**src/rtl/int_acc_seq_if.sv**
```systemverilog
// rtl/int_acc_seq_if.sv - job control, sample and result handshake bundle for int_acc_seq
interface int_acc_seq_if #(
    parameter int IN_W  = 15,
    parameter int ACC_W = 20,
    parameter int CNT_W = 8
);
    logic             start;
    logic [CNT_W-1:0] len;
    logic             abort;
    logic             busy;
    logic             in_valid;
    logic             in_ready;
    logic [IN_W-1:0]  in_data;
    logic             out_valid;
    logic             out_ready;
    logic [ACC_W-1:0] out_data;
    logic             out_ovf;

    modport master (
        output start, len, abort, in_valid, in_data, out_ready,
        input  busy, in_ready, out_valid, out_data, out_ovf
    );

    modport slave (
        input  start, len, abort, in_valid, in_data, out_ready,
        output busy, in_ready, out_valid, out_data, out_ovf
    );
endinterface

```
**src/rtl/int_acc_seq.sv**
```systemverilog
// rtl/int_acc_seq.sv - counted-job unsigned accumulator with valid/ready sample and result streams
// Optional feature: define INT_ACC_SAT_EN to saturate the accumulator on carry instead of wrapping.
module int_acc_seq #(
    parameter int IN_W  = 15,
    parameter int ACC_W = 20,
    parameter int CNT_W = 8
) (
    input  logic          clk,
    input  logic          rst_n,
    int_acc_seq_if.slave  bus
);
    typedef enum logic [1:0] {
        IDLE = 2'd0,
        ACC  = 2'd1,
        HOLD = 2'd2
    } state_t;

    state_t           state;
    state_t           state_nxt;
    logic [ACC_W-1:0] acc;
    logic [CNT_W-1:0] cnt;
    logic [CNT_W-1:0] cnt_inc;
    logic [CNT_W-1:0] len_q;
    logic             ovf;
    logic [ACC_W:0]   sum;
    logic             beat;
    logic             last_beat;

    assign beat      = bus.in_valid && (state == ACC);
    assign cnt_inc   = cnt + 1'b1;
    assign last_beat = beat && (cnt_inc == len_q);
    assign sum       = {1'b0, acc} + {{(ACC_W + 1 - IN_W){1'b0}}, bus.in_data};

    always_ff @(posedge clk or negedge rst_n) begin
        if (!rst_n) begin
            state <= IDLE;
        end else begin
            state <= state_nxt;
        end
    end

    always_comb begin
        state_nxt = state;
        if (bus.abort) begin
            state_nxt = IDLE;
        end else begin
            case (state)
                IDLE: begin
                    if (bus.start) begin
                        state_nxt = (bus.len == '0) ? HOLD : ACC;
                    end
                end
                ACC: begin
                    if (last_beat) begin
                        state_nxt = HOLD;
                    end
                end
                HOLD: begin
                    if (bus.out_ready) begin
                        state_nxt = IDLE;
                    end
                end
                default: state_nxt = IDLE;
            endcase
        end
    end

    always_ff @(posedge clk or negedge rst_n) begin
        if (!rst_n) begin
            acc   <= '0;
            cnt   <= '0;
            len_q <= '0;
            ovf   <= 1'b0;
        end else if (bus.abort) begin
            acc <= '0;
            cnt <= '0;
            ovf <= 1'b0;
        end else if (state == IDLE) begin
            if (bus.start) begin
                len_q <= bus.len;
                acc   <= '0;
                cnt   <= '0;
                ovf   <= 1'b0;
            end
        end else if (beat) begin
            cnt <= cnt_inc;
            if (sum[ACC_W]) begin
                ovf <= 1'b1;
`ifdef INT_ACC_SAT_EN
                // Once pinned at full scale every later add carries again, so it stays pinned.
                acc <= {ACC_W{1'b1}};
`else
                acc <= sum[ACC_W-1:0];
`endif
            end else begin
                acc <= sum[ACC_W-1:0];
            end
        end
    end

    // The accumulator itself is the result register; it only moves in ACC, so HOLD keeps it stable.
    assign bus.busy      = (state == ACC) || (state == HOLD);
    assign bus.in_ready  = (state == ACC);
    assign bus.out_valid = (state == HOLD);
    assign bus.out_data  = acc;
    assign bus.out_ovf   = ovf;
endmodule

```
**src/flat_wrapper.sv**
```systemverilog
// flat-port wrapper written by rule: the top's interface ports become plain ports
module int_acc_seq_flat 
#(
    parameter int IN_W  = 15,
    parameter int ACC_W = 20,
    parameter int CNT_W = 8
)
  (clk, rst_n, bus_start, bus_len, bus_abort, bus_in_valid, bus_in_data, bus_out_ready, bus_busy, bus_in_ready, bus_out_valid, bus_out_data, bus_out_ovf);
  int_acc_seq_if #(.IN_W(IN_W), .ACC_W(ACC_W), .CNT_W(CNT_W)) bus_i ();
  input  logic clk;
  input  logic rst_n;
  input wire logic [$bits(bus_i.start)-1:0] bus_start;
  input wire logic [$bits(bus_i.len)-1:0] bus_len;
  input wire logic [$bits(bus_i.abort)-1:0] bus_abort;
  input wire logic [$bits(bus_i.in_valid)-1:0] bus_in_valid;
  input wire logic [$bits(bus_i.in_data)-1:0] bus_in_data;
  input wire logic [$bits(bus_i.out_ready)-1:0] bus_out_ready;
  output wire logic [$bits(bus_i.busy)-1:0] bus_busy;
  output wire logic [$bits(bus_i.in_ready)-1:0] bus_in_ready;
  output wire logic [$bits(bus_i.out_valid)-1:0] bus_out_valid;
  output wire logic [$bits(bus_i.out_data)-1:0] bus_out_data;
  output wire logic [$bits(bus_i.out_ovf)-1:0] bus_out_ovf;
  assign bus_i.start = bus_start;
  assign bus_i.len = bus_len;
  assign bus_i.abort = bus_abort;
  assign bus_i.in_valid = bus_in_valid;
  assign bus_i.in_data = bus_in_data;
  assign bus_i.out_ready = bus_out_ready;
  assign bus_busy = bus_i.busy;
  assign bus_in_ready = bus_i.in_ready;
  assign bus_out_valid = bus_i.out_valid;
  assign bus_out_data = bus_i.out_data;
  assign bus_out_ovf = bus_i.out_ovf;
  int_acc_seq #(.IN_W(IN_W), .ACC_W(ACC_W), .CNT_W(CNT_W)) u_core (.clk(clk), .rst_n(rst_n), .bus(bus_i));
endmodule
```
**config.mk**
```make
export PLATFORM = sky130hd
export DESIGN_NAME = int_acc_seq_flat
export DESIGN_NICKNAME = d
export VERILOG_FILES = /design/src/rtl/int_acc_seq_if.sv /design/src/rtl/int_acc_seq.sv /design/src/flat_wrapper.sv
export SDC_FILE = /design/constraint.sdc
export NUM_CORES = 1
export LEC_CHECK = 0
export CAP_MARGIN = 40
export CORE_ASPECT_RATIO = 1.75
export CORE_MARGIN = 1
export CORE_UTILIZATION = 47
export CTS_CLUSTER_SIZE = 30
export DETAILED_ROUTE_END_ITERATION = 6
export PLACE_DENSITY = 0.89
export SLEW_MARGIN = 20
export SYNTH_ARGS = -nofsm -noshare
export SYNTH_HDL_FRONTEND = slang
export SYNTH_SLANG_ARGS = --single-unit
```
**constraint.sdc**
```tcl
create_clock -name clk -period 2.1 [get_ports clk]
set_input_delay 0.63 -clock clk [delete_from_list [all_inputs] [get_ports clk]]
set_output_delay 0.63 -clock clk [all_outputs]
set_load 0.005 [all_outputs]
```
Word-level counts from Yosys, hierarchy flattened
Index checks and enable logic that the tools add are counted.

Register bits after elaboration: 39. Output and inout port bits: 24.

$add $sub $neg: 2. Equality and inequality tests: 6. Mux-type cells: 19. Bitwise operators: 1. Reduce and logical (&&, ||, !) cells: 11.

Operators with widths (count): $mux 20 (4); $mux 8 (4); $add 20x15->21 (1); $mux 2 (5); $reduce_and 3->1 (3); $add 8x1->8 const B (1); $eq 8x8->1 (1); $logic_not 8->1 (1); $ne 3x3->1 const B (2); $pmux 2 s3 (1); $reduce_bool 3->1 (2); $mux 1 (5); $ne 3x2->1 const B (1); $eq 2x1->1 const B (1); $eq 2x2->1 const B (1); $logic_and 1x1->1 (2); $logic_not 2->1 (1); $reduce_and 2->1 (1); $logic_or 1x1->1 (1); $not 1->1 (1).

Depth between registers and ports, before layout
Depth after elaboration: 6. Mapped depth: 9.

Worst setup path before layout
No wires, ideal clock.

Kind: input to register. From: input bus_in_data[0]. To: register u_core.ovf (netlist: u_core.bus.out_ovf). Arrival: 2.273 ns. Setup slack: -0.299 ns. Stages on the path: 8. Path through: ha_1 fa_1 a211oi_1 o211ai_1 nand4_1 o211ai_1 a211oi_1 nor3_1.

Longest elaborated chain between the ends: 3.

Ends and longest elaborated chain: start, declared (line flat_wrapper.sv:16) `input wire logic [$bits(bus_i.in_data)-1:0] bus_in_data;`; $add 20x15->21 (line int_acc_seq.sv:32) `assign sum = {1'b0, acc} + {{(ACC_W + 1 - IN_W){1'b0}}, bus.in_data};`; $reduce_bool 3->1 (no source line); $reduce_and 3->1 (no source line); end signal, assigned (line int_acc_seq.sv:73) `ovf <= 1'b0;`; end signal, assigned (line int_acc_seq.sv:77) `ovf <= 1'b0;`; end signal, assigned (line int_acc_seq.sv:83) `ovf <= 1'b0;`; end, declared (line int_acc_seq.sv:24) `logic ovf;`.

No other way between the ends. A chain may end at the register's enable or synchronous reset.

Final worst setup path
From: input bus_in_data[7]. To: register u_core.acc[19] (netlist: u_core.bus.out_data[19]).

Longest elaborated chain between the ends: 4.

Ends and longest elaborated chain: $add 20x15->21 (line int_acc_seq.sv:32); $mux 20 (line int_acc_seq.sv:85) `end else if (beat) begin`; $mux 20 (line int_acc_seq.sv:78) `end else if (state == IDLE) begin`; $mux 20 (line int_acc_seq.sv:74) `end else if (bus.abort) begin`; end signal, assigned (line int_acc_seq.sv:93) `acc <= sum[ACC_W-1:0];`; end signal, assigned (line int_acc_seq.sv:96) `acc <= sum[ACC_W-1:0];`; end, declared (line int_acc_seq.sv:20) `logic [ACC_W-1:0] acc;`.

No other way between the ends. The select of a mux whose other input is x is not followed.

==> impl_metrics.env <==
export IMPL_status="finished, violations left"
export IMPL_violations="negative setup slack"
export IMPL_gp_congestion=0.889
export IMPL_cp_arrival_ps=2430
export IMPL_fin_crit_ps=2200
export IMPL_peakVddDrop_uv=489
export IMPL_rsz0062_at_grt="yes"
export IMPL_grt_pass1_vias=3075
export IMPL_synth_edf_count=0
export IMPL_root_buffer="clkbuf_8"
export IMPL_cp_required_ps=2330
export IMPL_worstPathMaxFanout=5
export IMPL_num_io_pins=53
export IMPL_core_sq_mm=0.00534
export IMPL_skew_ps=8.08
export IMPL_ys_warn_count=0
export IMPL_dpl_cell_area_sq_mm=0.00370
export IMPL_fin_ws_ps=-98.4
export IMPL_synthAdderAreaFrac_pct=9.76
export IMPL_async_reset_ff_share_pct=100
export IMPL_hold_class="in2async"
export IMPL_dp_slack_ps=-833
export IMPL_maxCapViolCount=0
export IMPL_leakage_nw=1.74
export IMPL_ys_ff_latch=39
export IMPL_ctsHtreeMaxLevel=2
export IMPL_end_kind="register"
export IMPL_vias=3027
export IMPL_period_share_pct=105
export IMPL_final_util_pct=79.0
export IMPL_worstMarginPinSlew_ps=531
export IMPL_synth_area_per_cell_sq_um=9.24
export IMPL_antenna_found_initial=0
export IMPL_slew_viol_final=0
export IMPL_clockBufferDepth=2
export IMPL_drc=0
export IMPL_critPathSlowestCell="a211o_1"
export IMPL_final_common_cell="buf_4"
export IMPL_ys_seq_area_share_pct=36.9
export IMPL_cpLargestDelayFamily="compound AO/OA/AOI/OAI gates"
export IMPL_mostFrequentLayoutCells="60 x buf_4, 39 x dfrtp_1, 33 x nand2_1, 33 x clkdlybuf4s50_1, 22 x o21ai_0"
export IMPL_firstDrtPassIters=6
export IMPL_die_area_sq_mm=0.00594
export IMPL_die_y_microns=101
export IMPL_floorplan_rows=35
export IMPL_power_w=0.00311
export IMPL_synth_area_sq_mm=0.00264
export IMPL_path_cells="dlygate4sd2_1 > ha_4 > buf_6 > nand4_1 > a21oi_2 > a21oi_4 > a211o_1 > a31oi_1"
export IMPL_setup_viol=6
export IMPL_netlist_instances=286
export IMPL_grt_use_total_pct=33.0
export IMPL_synthSimpleGateAreaFrac_pct=16.6
export IMPL_cts_tree="done"
export IMPL_synthMuxAreaShare_pct=3.79
export IMPL_synth_top_family_by_area="compound AO/OA/AOI/OAI gates"
export IMPL_critPathKind="in2reg"
export IMPL_grt_pass1_wl_mm=14.7
export IMPL_hold_viol_final=0
export IMPL_via_per_inst=6.36
export IMPL_port_buffers=52
export IMPL_clk_latency_ps=310
export IMPL_path_clk_slew_ps=80
export IMPL_synth_compound_area_share_pct=22.7
export IMPL_grt_ovfl_total=0
export IMPL_fillers=319
export IMPL_drtIter0Drc=204
export IMPL_power_density_mw_per_mm2=737
export IMPL_cp_num_buf_inv=2
export IMPL_final_nets=450
export IMPL_start_util_pct=49.4
export IMPL_synth_fp_nets=335
export IMPL_drt_wl_total_mm=10.1
export IMPL_place_hpwl_mm=5.76
export IMPL_wire_per_inst_microns=21.2
export IMPL_area_delta_synth_final_pct=59.9
export IMPL_critPathLaunchType="input pin"
export IMPL_cts_sinks=39
export IMPL_synthDistinctLibCells=49
export IMPL_synth_xor_xnor_area_share_pct=7.63
export IMPL_synth_flop_cell="dfrtp_1"
export IMPL_antenna_cells=0
export IMPL_crit_path_max_incr_delay_ps=310
export IMPL_grt_max_degree=40
export IMPL_drtAntennaViolNets=0
export IMPL_hold_buffers=0
export IMPL_design_area_sq_mm=0.00422
export IMPL_drive_gt1_share_pct=36.3
export IMPL_slew_headroom_pct=64.6
export IMPL_fin_setup_tns_ps=-232
export IMPL_die_w_microns=58.7
export IMPL_numCtsBuffers=5
export IMPL_fmax_ghz=0.455
-- logic make-up after synthesis --
| kind of cell | count (synthesis) |
|---|---|
| compound gates | 92 |
| xor+xnor | 23 |
| fa+ha+maj | 20 |
| buf+inv | 15 |
| flops | 39 |
| mux | 9 |
| simple gates | 88 |
-- flip-flops by register name, indices dropped and copies added (netlist names) --
register and count:
u_core.bus.out_data 20, u_core.state 2, u_core.bus.out_ovf 1, u_core.len_q 8
u_core.cnt 8
-- worst paths after layout --
path | slack, ps | to | cells past startpoint | start
hold reg to reg | 530 | u_core.bus.out_data[5] | 2 | u_core.bus.out_data[5]
max in group asynchronous | 1360 | u_core.bus.out_data[15] | 2 | rst_n
setup / recovery | -100 | u_core.bus.out_data[19] | 8 | bus_in_data[7]
setup reg to reg | -50 | u_core.bus.out_data[18] | 8 | u_core.bus.out_data[0]
hold / removal | 380 | u_core.len_q[7] | 2 | rst_n
min in group clk | 530 | u_core.bus.out_data[5] | 2 | u_core.bus.out_data[5]
-- worst register-to-register path, stage by stage (launching register included) --
cell	delay, ps
dfrtp_1	410
ha_4	180
fa_2	370
a211oi_4	260
o211ai_1	160
nand4_1	140
buf_4	140
o2111ai_4	140
a31o_2	250
-- metal layers --
layer	vias up	GRT usage, %	wire length [microns]
met5	-	0	0
met3	83	4.98	577
met2	195	56.8	5150
met4	0	22.5	759
met1	1457	36.6	3610
li1	1292	-	-
-- metrics by stage --
| stage | cells | hold WS, ps |
|---|---|---|
| detailed placement | 461 | 511 |
| global route | 476 | 425 |
| floorplan | 286 | 334 |
| finish | 476 | 379 |
| global placement | 461 | 495 |
| CTS | 474 | 396 |
-- final cells by class --
class | count | area, sq um | area share, %
clock inverters | 2 | 35.0 | 0.830
clock buffers | 6 | 82.6 | 1.96
inverters | 5 | 18.8 | 0.444
well taps | 74 | 92.6 | 2.19
repair buffers | 118 | 1040 | 24.5
multi-input cells | 232 | 1980 | 46.9
flip-flops and latches | 39 | 976 | 23.1
-- cells in the mapped netlist, types with 3 or more instances --
master,n,area (sq um)
a211oi_1,8,60.1
a21o_1,5,37.5
a21oi_1,15,75.1
a22o_1,3,26.3
a31oi_1,5,31.3
and3_1,4,25.0
clkbuf_1,7,26.3
dfrtp_1,39,976
ha_1,19,238
inv_1,5,18.8
mux2_2,8,90.1
nand2_1,35,131
nand3_1,10,50.1
nand4_1,5,31.3
nor2_1,13,48.8
nor2b_1,3,18.8
nor3_1,5,25.0
o211ai_1,3,22.5
o21ai_0,31,155
o31ai_1,3,22.5
o41ai_1,3,26.3
xnor2_1,13,114
xor2_1,10,87.6
-- repair_timing --
action	4_1_cts	5_1_grt
gates resized for setup	58	40
pin swaps	26	28
endpoints found under the setup margin	21	20
buffers inserted	5	3
endpoints found under the hold margin	0	0
gates cloned	0	0
-- where the power goes --
group	switching (W)	internal, W
clock network	0.000295	0.000385
registers	0.000117	0.000870
logic	0.000705	0.000739
total	0.00112	0.00199
Power figures use the tool's default switching activity.
